$ cat src/rtl/hazard_pkg.sv
// Shared definitions for the forwarding/hazard unit: default parameter values
// and the multiply/divide tracker state encoding.
package hazard_pkg;

    localparam int REG_AW_DEF  = 5;
    localparam int NUM_FWD_DEF = 2;
    localparam int MD_LAT_DEF  = 4;
    localparam int CNT_W_DEF   = 16;

    typedef enum logic {
        MD_IDLE = 1'b0,
        MD_WAIT = 1'b1
    } md_state_e;

endpackage

$ cat src/rtl/fwd_priority_select.sv
// Priority match of one ALU operand against the forwarding sources; the
// youngest (lowest-index) writing source with a non-zero matching rd wins.
module fwd_priority_select
    import hazard_pkg::*;
#(
    parameter int REG_AW  = REG_AW_DEF,
    parameter int NUM_FWD = NUM_FWD_DEF
) (
    input  logic [NUM_FWD-1:0]        src_wr,
    input  logic [NUM_FWD*REG_AW-1:0] src_rd,
    input  logic [REG_AW-1:0]         op_reg,
    output logic [NUM_FWD-1:0]        sel
);

    // Walk oldest to youngest so the youngest match overwrites any older one.
    always_comb begin
        sel = '0;
        for (int i = NUM_FWD - 1; i >= 0; i--) begin
            if (src_wr[i] && (src_rd[i*REG_AW +: REG_AW] != '0) &&
                (src_rd[i*REG_AW +: REG_AW] == op_reg)) begin
                sel = '0;
                sel[NUM_FWD-1-i] = 1'b1;
            end
        end
    end

endmodule

$ cat src/rtl/fwd_hazard_unit.sv
// Operand forwarding select, load-use and multiply/divide interlock, and a
// saturating count of stalled cycles.
module fwd_hazard_unit
    import hazard_pkg::*;
#(
    parameter int REG_AW  = REG_AW_DEF,
    parameter int NUM_FWD = NUM_FWD_DEF,
    parameter int MD_LAT  = MD_LAT_DEF,
    parameter int CNT_W   = CNT_W_DEF
) (
    input  logic                      clk,
    input  logic                      rst_n,
    input  logic [REG_AW-1:0]         ex_rs,
    input  logic [REG_AW-1:0]         ex_rt,
    input  logic [NUM_FWD-1:0]        src_wr,
    input  logic [NUM_FWD*REG_AW-1:0] src_rd,
    input  logic [REG_AW-1:0]         id_rs,
    input  logic [REG_AW-1:0]         id_rt,
    input  logic                      id_uses_rs,
    input  logic                      id_uses_rt,
    input  logic                      ex_mem_read,
    input  logic [REG_AW-1:0]         ex_rd,
    input  logic                      ex_md_start,
    input  logic                      id_md_use,
    input  logic                      stall_cnt_clr,
    output logic [NUM_FWD-1:0]        fwd_a,
    output logic [NUM_FWD-1:0]        fwd_b,
    output logic                      stall,
    output logic                      md_busy,
    output logic [CNT_W-1:0]          stall_cnt
);

    localparam int MDC_W = $clog2(MD_LAT);
    localparam logic [MDC_W-1:0] MD_LOAD = MDC_W'(MD_LAT - 1);

    logic [MDC_W-1:0] md_cnt;
    md_state_e        md_state;
    logic             load_hzd;
    logic             md_stall;

    function automatic logic [CNT_W-1:0] sat_inc(input logic [CNT_W-1:0] v);
        return (&v) ? v : v + CNT_W'(1);
    endfunction

    fwd_priority_select #(.REG_AW(REG_AW), .NUM_FWD(NUM_FWD)) u_sel_a (
        .src_wr (src_wr),
        .src_rd (src_rd),
        .op_reg (ex_rs),
        .sel    (fwd_a)
    );

    fwd_priority_select #(.REG_AW(REG_AW), .NUM_FWD(NUM_FWD)) u_sel_b (
        .src_wr (src_wr),
        .src_rd (src_rd),
        .op_reg (ex_rt),
        .sel    (fwd_b)
    );

    assign load_hzd = ex_mem_read && (ex_rd != '0) &&
                      ((id_uses_rs && (id_rs == ex_rd)) ||
                       (id_uses_rt && (id_rt == ex_rd)));
    assign md_busy  = ex_md_start || (md_cnt != '0);
    assign md_stall = md_busy && id_md_use;
    assign stall    = load_hzd || md_stall;

    // A new issue always restarts the latency window rather than extending it.
    always_ff @(posedge clk or negedge rst_n) begin
        if (!rst_n) begin
            md_cnt   <= '0;
            md_state <= MD_IDLE;
        end else begin
            if (ex_md_start) begin
                md_cnt <= MD_LOAD;
            end else if (md_cnt != '0) begin
                md_cnt <= md_cnt - MDC_W'(1);
            end
            case (md_state)
                MD_IDLE: if (ex_md_start) md_state <= MD_WAIT;
                MD_WAIT: if (!ex_md_start && (md_cnt == MDC_W'(1))) md_state <= MD_IDLE;
            endcase
        end
    end

    always_ff @(posedge clk or negedge rst_n) begin
        if (!rst_n) begin
            stall_cnt <= '0;
        end else if (stall_cnt_clr) begin
            stall_cnt <= '0;
        end else if (stall) begin
            stall_cnt <= sat_inc(stall_cnt);
        end
    end

endmodule

$ cat config.mk
export PLATFORM = sky130hd
export DESIGN_NAME = fwd_hazard_unit
export DESIGN_NICKNAME = d
export VERILOG_FILES = /design/src/rtl/hazard_pkg.sv /design/src/rtl/fwd_priority_select.sv /design/src/rtl/fwd_hazard_unit.sv
export SDC_FILE = /design/constraint.sdc
export NUM_CORES = 1
export LEC_CHECK = 0
export CAP_MARGIN = 20
export CORE_UTILIZATION = 30
export CTS_BUF_LIST = sky130_fd_sc_hd__clkbuf_4 sky130_fd_sc_hd__clkbuf_8
export CTS_CLUSTER_SIZE = 24
export DETAILED_ROUTE_END_ITERATION = 16
export SETUP_SLACK_MARGIN = 0.5
export SLEW_MARGIN = 10
export SYNTH_ARGS = -nofsm -noshare
export SYNTH_HDL_FRONTEND = slang
export SYNTH_SLANG_ARGS = --single-unit
$ cat constraint.sdc
create_clock -name clk -period 2.2 [get_ports clk]
set_input_delay 0.44 -clock clk [delete_from_list [all_inputs] [get_ports clk]]
set_output_delay 0.44 -clock clk [all_outputs]
set_load 0.01 [all_outputs]
==> impl_metrics.toml <==
[run_status]
status = "complete, no violations"

[synthesis]
synth-edff-count = 0
synth_most_common_cell = "dfrtp_1"
syn_area_um2 = 1400
synth_top_area_share_pct = 32.1
postSynth.asyncResetShare_pct = 100
yosys_warnings = 0
synth_common_cells = "dfrtp_1 (18), xnor2_1 (17), xor2_1 (16), a21oi_1 (13)"
synthTopCellsByArea = "dfrtp_1 (32%), xnor2_1 (11%), xor2_1 (10%), a21oi_1 (4.6%), or4_1 (3.7%)"
ys_ff_latch = 18
synth_top_area_cell = "dfrtp_1"
avgSynthCellArea_um2 = 8.67
synth_cells = 162
synth_nets = 209
yosysSeqAreaShare_pct = 32.1
synthFlopType = "dfrtp_1"
yosys.cell_types.count = 34

[final_layout]
nets = 345
n_antenna_cell = 0
drive_gt1_share_pct = 58.4
areaGrowthSynthToFinish_pct = 127
final_area_um2 = 3190

[drt]
vias_per_cell = 5.22
vias = 1817
drt_iter0_markers = 64
antenna_left = 0
wl_per_cell_um = 17.5
drtPass1Iterations = 4
finalWirelength_um = 6100
drc = 0

[grt]
antenna_found_initial = 0
gr-total-overflow = 0
grt_max_degree = 19
grt_pass1_wl_um = 8630
grt_pass1_vias = 1808
grt_use_total_pct = 21.8

[power_and_ir_drop]
peakVddDrop_v = 0.000301
total_leakage_power_nw = 1.49
power_density_nw_per_um2 = 318

[sta]
maxSlewViolCount = 0
fin_ws_ns = 0.0166
slew_headroom_pct = 77.3
worst_pin_slew_ns = 0.338
clock_skew_ns = 0.00257
fin_crit_sh_pct = 99.2
rsz0062_at_grt = "yes"
setup_viol = 0
layout_min_cycle_time_ns = 2.18
finalHoldViolations = 0
max_freq_mhz = 458

[die]
fp.dieH_um = 70.4
top_level_ports = 67
start_util_pct = 31.8
core_um2 = 4410
die_area_um2 = 4960
die_x_um = 70.4
num_rows = 24

[cts]
cts_root_buf = "clkbuf_8"
cts.sinks = 18
cts_tree = "yes"
cts_buffers = 3
h-tree-depth = 1
clk_latency_ns = 0.25
cts_buffer_depth = 2
path_clk_slew_ns = 0.07

[job]
maxCapViolCount = 0

[worst_setup_path]
r2r_setup_slack_ns = 0.02
cp_max_fo = 2
crit_path_end_kind = "flop"
crit_type = "reg -> reg"
worstPathRequired_ns = 2.37
startpoint_type = "flop"
crit_arrival_ns = 2.35

[min_path]
hold_path.class = "reg -> reg"

[placed_design]
dp_slack_ns = -0.785
port_buffers = 66
place.gp.congestion = 0.824
place_area_um2 = 2410
dpl.hpwl_um = 3370
worst max-delay path, stage by stage (launching register included):
cell and delay (ns):
dfrtp_1 0.41, ha_4 0.18, nand4_1 0.15, nor4_4 0.05, buf_4 0.16, nor2_4 0.12
a21oi_4 0.08, buf_12 0.14, buf_6 0.11, or4_4 0.50, a21oi_2 0.19
final timing paths:
path,from,endpoint,cells after the start
setup reg to reg,stall_cnt[1],stall_cnt[11],10
max in group asynchronous,rst_n,stall_cnt[5],2
min in group asynchronous,rst_n,md_cnt[0],2
setup / recovery,stall_cnt[1],stall_cnt[11],10
hold / removal,md_cnt[1],md_cnt[1],1
hold reg to reg,md_cnt[1],md_cnt[1],1
stage by stage:
stage	instances	setup TNS (ns)	power, mW	hold slack, ns	util, %
2_1_floorplan	162	0	0.494	0.144	-
3_3_place_gp	307	-8.64	0.687	0.476	54.6
3_5_place_dp	307	-9.17	0.690	0.490	54.6
4_1_cts	323	-0.119	0.976	0.506	64.1
5_1_grt	348	-0.112	1.06	0.531	72.3
6_report	348	0	1.01	0.502	72.3
cell type report:
cell class	count	area (um2)
flip-flops and latches	18	459
clock buffers	3	41.3
fillers	315	1220
repair buffers	134	1230
multi-input cells	134	1360
well taps	52	65.1
inverters	7	26.3
flip-flops by register name (all words and copies together), names as in the netlist:
register,flops
md_cnt,2
stall_cnt,16
report_power, final:
group	switching (mW)	leakage, nW	internal (mW)
Combinational	0.184	1.24	0.237
Clock	0.113	0.0216	0.122
Sequential	0.0113	0.231	0.346
kinds of logic (layout without fill, tap and decap cells):
logic type                 after synthesis  in the layout  share of synthesized area, %
muxes                                    2              2                          1.52
buffers and inverters                   10            144                          3.21
AOI/OAI and AO/OA                       32             32                          14.3
xor gates and xnor gates                33             33                          20.6
DFF                                     18             18                          32.1
and+or+nand+nor                         65             65                          26.6
adders and majority gates                2              2                          1.78
repair_timing:
item,CTS,global route
setup buffers,12,25
pin swaps,53,35
resized for setup,190,66
cloned,1,0
hold buffers,0,0
endpoints found under the setup margin,27,31
layer usage:
layer	track usage [%]	part of all wire [%]
met1	26.9	39
met2	39.7	57
met3	2.45	3.0
met4	5.78	1.0
met5	0	0
layout by cell type (no fill, tap or decap), types with 5 or more instances in the layout:
cell type	count
clkbuf_2	6
nand2_1	6
xor2_1	16
or3_4	5
inv_1	5
clkdlybuf4s15_1	8
xnor2_1	9
clkdlybuf4s50_1	11
dfrtp_2	7
buf_4	42
or4_4	8
a21oi_2	10
xnor2_2	8
nand3_1	6
dlymetal6s2s_1	9
nand4_1	6
buf_6	28
dlygate4sd2_1	11
nor2_1	6
buf_2	13
dfrtp_1	11
No activity file was read; power rests on OpenSTA's default activity.
